[config.mk]
export PLATFORM = sky130hd
export DESIGN_NAME = sh_ibus_arbiter_flat
export DESIGN_NICKNAME = d
export VERILOG_FILES = /design/src/rtl/sh_ibus_arbiter_pkg.sv /design/src/rtl/sh_ibus_arbiter_if.sv /design/src/rtl/sh_arb_pick.sv /design/src/rtl/sh_ibus_arbiter.sv /design/src/flat_wrapper.sv
export SDC_FILE = /design/constraint.sdc
export NUM_CORES = 1
export LEC_CHECK = 0
export CORE_AREA = 2 2 110 112
export CTS_BUF_LIST = sky130_fd_sc_hd__clkbuf_8
export DETAILED_ROUTE_END_ITERATION = 8
export DIE_AREA = 0 0 112 114
export MAX_ROUTING_LAYER = met4
export PLACE_DENSITY = 0.52
export SLEW_MARGIN = 20
export SYNTH_ARGS = -nofsm -noshare
export SYNTH_HDL_FRONTEND = slang
export SYNTH_HIERARCHICAL = 1
export SYNTH_SLANG_ARGS = --single-unit
[constraint.sdc]
create_clock -name CLK -period 2.5 [get_ports CLK]
set_clock_uncertainty 0.2 [all_clocks]
set_input_delay 0.75 -clock CLK [delete_from_list [all_inputs] [get_ports CLK]]
set_output_delay 0.75 -clock CLK [all_outputs]
set_load 0.005 [all_outputs]
[src/rtl/sh_ibus_arbiter_pkg.sv]
// Shared types and constants for the SH-2 internal bus arbiter and its pick logic.
// Master bundle struct packs one requester's flattened IBUS fields.
package sh_ibus_arbiter_pkg;

  localparam int ARB_MODE_FIXED = 0;
  localparam int ARB_MODE_RR    = 1;

  typedef struct packed {
    logic [31:0] a;
    logic [31:0] dout;
    logic [3:0]  ba;
    logic        we;
    logic        req;
    logic        lock;
  } ibus_m_t;

endpackage

[src/rtl/sh_ibus_arbiter_if.sv]
// IBUS arbiter bundle: flattened master-side fields plus the single slave port.
// 'master' is the arbiter's view, 'slave' is the view of the surrounding fabric.
interface sh_ibus_arbiter_if #(
  parameter int NUM_M = 2
);
  logic [NUM_M*32-1:0] M_A;
  logic [NUM_M*32-1:0] M_DO;
  logic [NUM_M*4-1:0]  M_BA;
  logic [NUM_M-1:0]    M_WE;
  logic [NUM_M-1:0]    M_REQ;
  logic [NUM_M-1:0]    M_LOCK;
  logic [31:0]         M_DI;
  logic [NUM_M-1:0]    M_WAIT;
  logic [31:0]         S_A;
  logic [31:0]         S_DO;
  logic [3:0]          S_BA;
  logic                S_WE;
  logic                S_REQ;
  logic                S_LOCK;
  logic [31:0]         S_DI;
  logic                S_BUSY;
  logic [NUM_M-1:0]    GNT;
  logic                BUS_IDLE;

  modport master (
    input  M_A, M_DO, M_BA, M_WE, M_REQ, M_LOCK, S_DI, S_BUSY,
    output M_DI, M_WAIT, S_A, S_DO, S_BA, S_WE, S_REQ, S_LOCK, GNT, BUS_IDLE
  );

  modport slave (
    output M_A, M_DO, M_BA, M_WE, M_REQ, M_LOCK, S_DI, S_BUSY,
    input  M_DI, M_WAIT, S_A, S_DO, S_BA, S_WE, S_REQ, S_LOCK, GNT, BUS_IDLE
  );
endinterface

[src/rtl/sh_arb_pick.sv]
// Combinational winner selection: boosted-first lowest index, or round-robin from ptr+1.
// Returns a one-hot winner and its index; reusable for DMAC channel arbitration.
module sh_arb_pick #(
  parameter int N = 2
) (
  input  logic                 rr_mode,
  input  logic [N-1:0]         req,
  input  logic [N-1:0]         boost,
  input  logic [$clog2(N)-1:0] ptr,
  output logic [N-1:0]         win,
  output logic [$clog2(N)-1:0] win_idx
);
  localparam int IW = $clog2(N);

  logic [N-1:0]  cand;
  logic [IW-1:0] idx;
  logic          found;

  // NOTE: every output and temporary gets a default before any branch, so no latch is inferred.
  always_comb begin
    win     = '0;
    win_idx = '0;
    idx     = '0;
    found   = 1'b0;
    cand    = (|(req & boost)) ? (req & boost) : req;
    if (rr_mode) begin
      for (int k = 1; k <= N; k++) begin
        idx = IW'((int'(ptr) + k) % N);
        if (!found && req[idx]) begin
          found    = 1'b1;
          win[idx] = 1'b1;
          win_idx  = idx;
        end
      end
    end else begin
      for (int i = 0; i < N; i++) begin
        if (!found && cand[i]) begin
          found   = 1'b1;
          win[i]  = 1'b1;
          win_idx = IW'(i);
        end
      end
    end
  end

endmodule

[src/rtl/sh_ibus_arbiter.sv]
// N-master IBUS arbiter: fixed priority with starvation boost or round-robin,
// bus lock for TAS read-modify-write, optional grant parking.
module sh_ibus_arbiter
  import sh_ibus_arbiter_pkg::*;
#(
  parameter int NUM_M        = 2,
  parameter int MODE         = ARB_MODE_FIXED,
  parameter int STARVE_LIMIT = 0,
  parameter int PARK         = 1
) (
  input logic               CLK,
  input logic               RST_N,
  input logic               CE_R,
  input logic               RES_N,
  sh_ibus_arbiter_if.master bus
);
  localparam int            IW      = $clog2(NUM_M);
  localparam int            CW      = (STARVE_LIMIT > 0) ? $clog2(STARVE_LIMIT + 1) : 1;
  localparam logic [CW-1:0] CNT_MAX = CW'(STARVE_LIMIT);

  ibus_m_t          m [NUM_M];
  ibus_m_t          own;
  logic [NUM_M-1:0] req, boost, win;
  logic [NUM_M-1:0] gnt_q, gnt_d;
  logic [IW-1:0]    ptr_q, ptr_d, win_idx;
  logic [CW-1:0]    cnt_q [NUM_M];
  logic [CW-1:0]    cnt_d [NUM_M];
  logic             arb_pt;

  // Unpack the flattened ports; the owner's bundle is selected by the one-hot grant.
  always_comb begin
    own = '0;
    for (int i = 0; i < NUM_M; i++) begin
      m[i] = '{a:    bus.M_A[32*i +: 32],
               dout: bus.M_DO[32*i +: 32],
               ba:   bus.M_BA[4*i +: 4],
               we:   bus.M_WE[i],
               req:  bus.M_REQ[i],
               lock: bus.M_LOCK[i]};
      req[i]   = m[i].req;
      boost[i] = (MODE == ARB_MODE_FIXED) && (STARVE_LIMIT > 0) && (cnt_q[i] == CNT_MAX);
      if (gnt_q[i]) own = m[i];
    end
  end

  assign bus.S_A      = own.a;
  assign bus.S_DO     = own.dout;
  assign bus.S_BA     = own.ba;
  assign bus.S_WE     = own.we;
  assign bus.S_REQ    = own.req;
  assign bus.S_LOCK   = own.lock;
  assign bus.M_DI     = bus.S_DI;
  assign bus.M_WAIT   = req & (~gnt_q | {NUM_M{bus.S_BUSY}});
  assign bus.GNT      = gnt_q;
  assign bus.BUS_IDLE = ~(own.req | own.lock);

  // A locked owner freezes the grant even across REQ gaps.
  assign arb_pt = ~(|gnt_q) | (~bus.S_BUSY & ~own.lock);

  sh_arb_pick #(.N(NUM_M)) u_pick (
    .rr_mode (MODE == ARB_MODE_RR),
    .req     (req),
    .boost   (boost),
    .ptr     (ptr_q),
    .win     (win),
    .win_idx (win_idx)
  );

  always_comb begin
    gnt_d = gnt_q;
    ptr_d = ptr_q;
    cnt_d = cnt_q;
    if (arb_pt) begin
      if (|req) begin
        gnt_d = win;
        ptr_d = win_idx;
      end else if (PARK == 0) begin
        gnt_d = '0;
      end
    end
    for (int i = 0; i < NUM_M; i++) begin
      if (!req[i] || (arb_pt && win[i])) begin
        cnt_d[i] = '0;
      end else if (arb_pt && cnt_q[i] != CNT_MAX) begin
        cnt_d[i] = cnt_q[i] + CW'(1);
      end
    end
  end

  // NOTE: state registers use non-blocking assignments so all flops update together.
  // NOTE: the starvation counter array is reset because stale counts would grant a boost.
  always_ff @(posedge CLK or negedge RST_N) begin
    if (!RST_N) begin
      gnt_q <= '0;
      ptr_q <= IW'(NUM_M - 1);
      cnt_q <= '{default: '0};
    end else if (CE_R) begin
      if (!RES_N) begin
        gnt_q <= '0;
        ptr_q <= IW'(NUM_M - 1);
        cnt_q <= '{default: '0};
      end else begin
        gnt_q <= gnt_d;
        ptr_q <= ptr_d;
        cnt_q <= cnt_d;
      end
    end
  end

  // A waiting master must hold its address, data, byte enables and direction.
  for (genvar g = 0; g < NUM_M; g++) begin : g_hold_chk
    a_hold_fields: assert property (@(posedge CLK) disable iff (!RST_N)
      (bus.M_REQ[g] && bus.M_WAIT[g]) |=>
        $stable({bus.M_A[32*g +: 32], bus.M_DO[32*g +: 32], bus.M_BA[4*g +: 4], bus.M_WE[g]}));
  end

endmodule

[src/flat_wrapper.sv]
// flat-port wrapper written by rule: the top's interface ports become plain ports
module sh_ibus_arbiter_flat import sh_ibus_arbiter_pkg::*;
#(
  parameter int NUM_M        = 2,
  parameter int MODE         = ARB_MODE_FIXED,
  parameter int STARVE_LIMIT = 0,
  parameter int PARK         = 1
)
  (CLK, RST_N, CE_R, RES_N, bus_M_A, bus_M_DO, bus_M_BA, bus_M_WE, bus_M_REQ, bus_M_LOCK, bus_S_DI, bus_S_BUSY, bus_M_DI, bus_M_WAIT, bus_S_A, bus_S_DO, bus_S_BA, bus_S_WE, bus_S_REQ, bus_S_LOCK, bus_GNT, bus_BUS_IDLE);
  sh_ibus_arbiter_if #(.NUM_M(NUM_M)) bus_i ();
  input logic CLK;
  input logic RST_N;
  input logic CE_R;
  input logic RES_N;
  input wire logic [$bits(bus_i.M_A)-1:0] bus_M_A;
  input wire logic [$bits(bus_i.M_DO)-1:0] bus_M_DO;
  input wire logic [$bits(bus_i.M_BA)-1:0] bus_M_BA;
  input wire logic [$bits(bus_i.M_WE)-1:0] bus_M_WE;
  input wire logic [$bits(bus_i.M_REQ)-1:0] bus_M_REQ;
  input wire logic [$bits(bus_i.M_LOCK)-1:0] bus_M_LOCK;
  input wire logic [$bits(bus_i.S_DI)-1:0] bus_S_DI;
  input wire logic [$bits(bus_i.S_BUSY)-1:0] bus_S_BUSY;
  output wire logic [$bits(bus_i.M_DI)-1:0] bus_M_DI;
  output wire logic [$bits(bus_i.M_WAIT)-1:0] bus_M_WAIT;
  output wire logic [$bits(bus_i.S_A)-1:0] bus_S_A;
  output wire logic [$bits(bus_i.S_DO)-1:0] bus_S_DO;
  output wire logic [$bits(bus_i.S_BA)-1:0] bus_S_BA;
  output wire logic [$bits(bus_i.S_WE)-1:0] bus_S_WE;
  output wire logic [$bits(bus_i.S_REQ)-1:0] bus_S_REQ;
  output wire logic [$bits(bus_i.S_LOCK)-1:0] bus_S_LOCK;
  output wire logic [$bits(bus_i.GNT)-1:0] bus_GNT;
  output wire logic [$bits(bus_i.BUS_IDLE)-1:0] bus_BUS_IDLE;
  assign bus_i.M_A = bus_M_A;
  assign bus_i.M_DO = bus_M_DO;
  assign bus_i.M_BA = bus_M_BA;
  assign bus_i.M_WE = bus_M_WE;
  assign bus_i.M_REQ = bus_M_REQ;
  assign bus_i.M_LOCK = bus_M_LOCK;
  assign bus_i.S_DI = bus_S_DI;
  assign bus_i.S_BUSY = bus_S_BUSY;
  assign bus_M_DI = bus_i.M_DI;
  assign bus_M_WAIT = bus_i.M_WAIT;
  assign bus_S_A = bus_i.S_A;
  assign bus_S_DO = bus_i.S_DO;
  assign bus_S_BA = bus_i.S_BA;
  assign bus_S_WE = bus_i.S_WE;
  assign bus_S_REQ = bus_i.S_REQ;
  assign bus_S_LOCK = bus_i.S_LOCK;
  assign bus_GNT = bus_i.GNT;
  assign bus_BUS_IDLE = bus_i.BUS_IDLE;
  sh_ibus_arbiter #(.NUM_M(NUM_M), .MODE(MODE), .STARVE_LIMIT(STARVE_LIMIT), .PARK(PARK)) u_core (.CLK(CLK), .RST_N(RST_N), .CE_R(CE_R), .RES_N(RES_N), .bus(bus_i));
endmodule
# Yosys cells after proc, flatten, opt, wreduce, memory -nomap -nowiden
# Index checks and enable logic that the tools add are counted.
# classes
mux	7
n_bitwise	10
n_reduce_logical	5
n_eq_ne	2
# op_table
op	n
$mux 71	2
$mux 2	3
$ne 2x1->1 const B	2
$not 1->1	4
$reduce_or 2->1	2
$reduce_and 3->1	1
$and 2x2->2	1
$mux 1	2
$not 2->2	1
$or 1x1->1	2
$or 2x2->2	1
$and 1x1->1	1
$logic_and 1x1->1	1
$logic_not 1->1	1
# word_totals
wordCells	25
ff_bits	2
out_inout_bits	108

# Depth between registers and ports, before layout
# logic_depth
depth_word	7
depth_mapped	5
ltp_nobuf	4

# Modules after synthesis
# Netlist, hierarchy kept.
# by_module_without_submodules
mod	area_per_inst_um2	cells_per_inst	instances	seq_area_each_um2
sh_ibus_arbiter	1138.6	148	1	76.3
sh_arb_pick	57.6	8	1	0.0

# Worst setup path before layout
# Ideal clock, no wire load.
# synth_timing
path_kind	flip-flop to output port
start	reg u_core.gnt_q[0], in the netlist u_core/bus.GNT[0]
end	out bus_S_A[17]
t_required_ns	1.550
t_arrival_ns	1.198
stages_incl_launch_ff	6
path_slack_ns	0.352
cell_sequence	dfrtp_1 > nor2b_1 > buf_2 > buf_2 > buf_2 > a22o_1
# synth_via
elab_chain_len	2
# synth_rtl
item	line_no	text
start: declaration	sh_ibus_arbiter.sv:24	logic [NUM_M-1:0] gnt_q, gnt_d;
start signal: assignment	sh_ibus_arbiter.sv:103	gnt_q <= gnt_d;
$mux 71 (2 in a row)	sh_ibus_arbiter.sv:42	if (gnt_q[i]) own = m[i];
end: declaration	flat_wrapper.sv:25	output wire logic [$bits(bus_i.S_A)-1:0] bus_S_A;
# No other way between the ends.

# Worst setup path in the final report
# layout_timing
start	in bus_M_DO[17]
end	out bus_S_DO[17]
# layout_via
elab_chain_len	2
# layout_rtl
item	line_no	text
start: declaration	flat_wrapper.sv:16	input wire logic [$bits(bus_i.M_DO)-1:0] bus_M_DO;
$mux 71 (2 in a row)	sh_ibus_arbiter.sv:42	
end: declaration	flat_wrapper.sv:26	output wire logic [$bits(bus_i.S_DO)-1:0] bus_S_DO;
# No other way between the ends.

==> reports/results.txt <==
Run status: finished clean
Register area share after synthesis: 6.38%
I/O pin total: 287
Number of global-route vias before repair: 1989
Post-Place Setup Slack: -0.480 ns
Metal3 WL: 787 um
Synth warn: 6
Global-route wire length before repair: 11100 um
Synth area leaders: a22o_1 (51%), buf_4 (20%), dfrtp_1 (4.2%), clkbuf_1 (3.5%), dfstp_2 (2.2%)
Synth area leader: a22o_1
Worst path arrival time: 1.53 ns
Hold Path Origin: u_core/ptr_q
Met2 WL post-DR: 4210 um
# setup viols final: 0
Reg-to-reg endpoint: u_core/ptr_q
Routability cong.: 0.811
Antenna violations before repair: 3
Post-synth top area share: 51.3%
Syn avg cell area: 7.67 um2
Hold Vio Cnt, Final: 0
Hold Buf Count CTS: 0
Critical Path Sink: bus_S_DO[17]
I/O Buffers: 222
Fill count: 1287
Post-Route WL: 8200 um
Min Clock Period, post-route: 2.48 ns
Setup crit end kind: output pin
DR WL/cell: 16.2 um
Pre-antenna DRT Iters: 4
Peak VDD IR: 0.000205 V
Total congestion overflow: 0
GRT Util Overall: 11.3%
Worst Reg-to-Reg Cells: 6
Setup CP Type: in2out
P&R area growth vs syn: 167%
DIE WIDTH: 112 um
DIE AREA: 12800 um2
Highest Signal Layer: met4
Max Fclk: 0.403 GHz
Iter 0 DRT Violations: 55
Mapped Area: 1200 um2
#FFs+latches synth: 3
Hold Crit Depth: 2
Clk_lat worst skew: 0.21 ns
TritonCTS Buffers: 3
Worst setup margin: 0.0162 ns
Finished Layout Cells: 506
Vias per cell: 4.03
R2r startpoint: u_core/bus.GNT[0]
Core Area: 11700 um2
DR vias: 2037
Pin count of the biggest net entering global routing: 41
DRC viols: 0
RSZ-0062 raised after global routing: false
CP Launch Point: bus_M_DO[17]
Post-synthesis cell type count: 27
# rows: 40
CTS tree: done
Root Buffer: clkbuf_8
Share of cells above drive strength 1: 25.8%
Most frequent cells in the layout: clkdlybuf4s50_1 (128), a22o_1 (70), buf_2 (67)
Critical Path Source Type: input port
CP max FO: 1
Initial Utilization: 10.2%
Max_cap viols: 0
Register area: 77.6 um2
Reg-to-reg slack, setup: 0.69 ns
Max Slew Vio Count: 0
Cells after synthesis: 156
Routed met1 length: 3090 um
Die Height: 114 um
Clk pin slew, worst setup/hold paths: 0.03 ns
Final period util: 99.4%
CTS Buffer Depth: 2
Pleak: 1.51 nW
Overall Power: 0.000964 W
Hold WC Path Type: reg2reg
# nets final: 536
CP required: 1.55 ns
Multi-input logic area: 833 um2
Post-DP HPWL: 6790 um
Clock sink count: 3
Placed Instances: 496
H-tree Lvls: 1
Commonest non-fill, non-tap cell in the layout: clkdlybuf4s50_1
Power Density: 302 nW/um2
Antenna Violating Nets Remaining: 0
flip-flops by register name, indices dropped and copies added (netlist names):
signal and cells:
u_core/ptr_q 1, u_core/bus.GNT 2
per-stage QoR:
step / utilization (%) / hold slack, ns / setup TNS, ns / cell area, um2
after floorplan: - / 0.254 / 0 / 1220
after global routing: 27.2 / 0.326 / 0 / 3190
after CTS: 26.9 / 0.313 / -0.0106 / 3150
after detailed placement: 29.5 / 0.309 / -23.10 / 3460
final: 27.2 / 0.309 / 0 / 3190
after global placement: 29.5 / 0.308 / -22.91 / 3460
power breakdown:
part           internal, W  switching [W]  leakage (nW)
clock network     0.000104      0.0000306        0.0269
registers        0.0000590     0.00000670        0.0358
logic             0.000472       0.000291          1.45
total             0.000636       0.000328          1.51
synthesized netlist by cell type, drive strengths merged:
| library cell | instances |
|---|---|
| o21a | 1 |
| a31oi | 3 |
| or2b | 1 |
| conb | 1 |
| dfrtp | 2 |
| or2 | 1 |
| o311a | 1 |
| o22ai | 1 |
| a21boi | 3 |
| clkbuf | 11 |
| buf | 37 |
| dfstp | 1 |
| a22o | 70 |
| or3b | 1 |
| o21ai | 2 |
| nand2b | 1 |
| a211o | 1 |
| nand3b | 1 |
| nand3 | 1 |
| nor2b | 1 |
| o31ai | 1 |
| o32ai | 1 |
| nor2 | 3 |
| nand2 | 6 |
| inv | 4 |
metal layers:
| metal | vias to the layer above | GRT usage, % |
|---|---|---|
| met2 | 129 | 20.4 |
| met5 | - | - |
| met4 | 0 | 3.50 |
| li1 | 979 | - |
| met3 | 14 | 3.83 |
| met1 | 915 | 11.6 |
area by class of cell:
cell class              count  share of cell area, %
diodes                      3                  0.235
clock buffers               3                   1.29
clock inverters             1                  0.118
inverters                   4                  0.471
multi-input cells         108                   26.1
flip-flops and latches      3                   2.43
well taps                 147                   5.77
repair buffers            237                   63.6
critical path, stage by stage:
cell and delay [ns]:
clkdlybuf4s50_1 0.40, a22o_1 0.19, clkdlybuf4s15_1 0.20
cells by family (layout without fill, tap and decap cells):
logic type      Yosys count  after routing  share of synthesized area (%)
compound gates           84             84                           59.7
simple gates             16             16                           6.80
buf+inv                  52            245                           26.8
other cells               1             11                          0.314
flops                     3              3                           6.38
worst min path at each step:
stage                         to
2_1_floorplan  u_core/bus.GNT[0]
3_3_place_gp        u_core/ptr_q
3_5_place_dp        u_core/ptr_q
4_1_cts             u_core/ptr_q
5_1_grt             u_core/ptr_q
6_report            u_core/ptr_q
timing repair:
action                                  4_1_cts  5_1_grt
pin swaps                                    20        6
resized for setup                           297        6
gates cloned                                  0        1
endpoints found under the setup margin       74        8
setup buffers                                 1        1
Note: power is estimated with default switching activity, not from simulation.
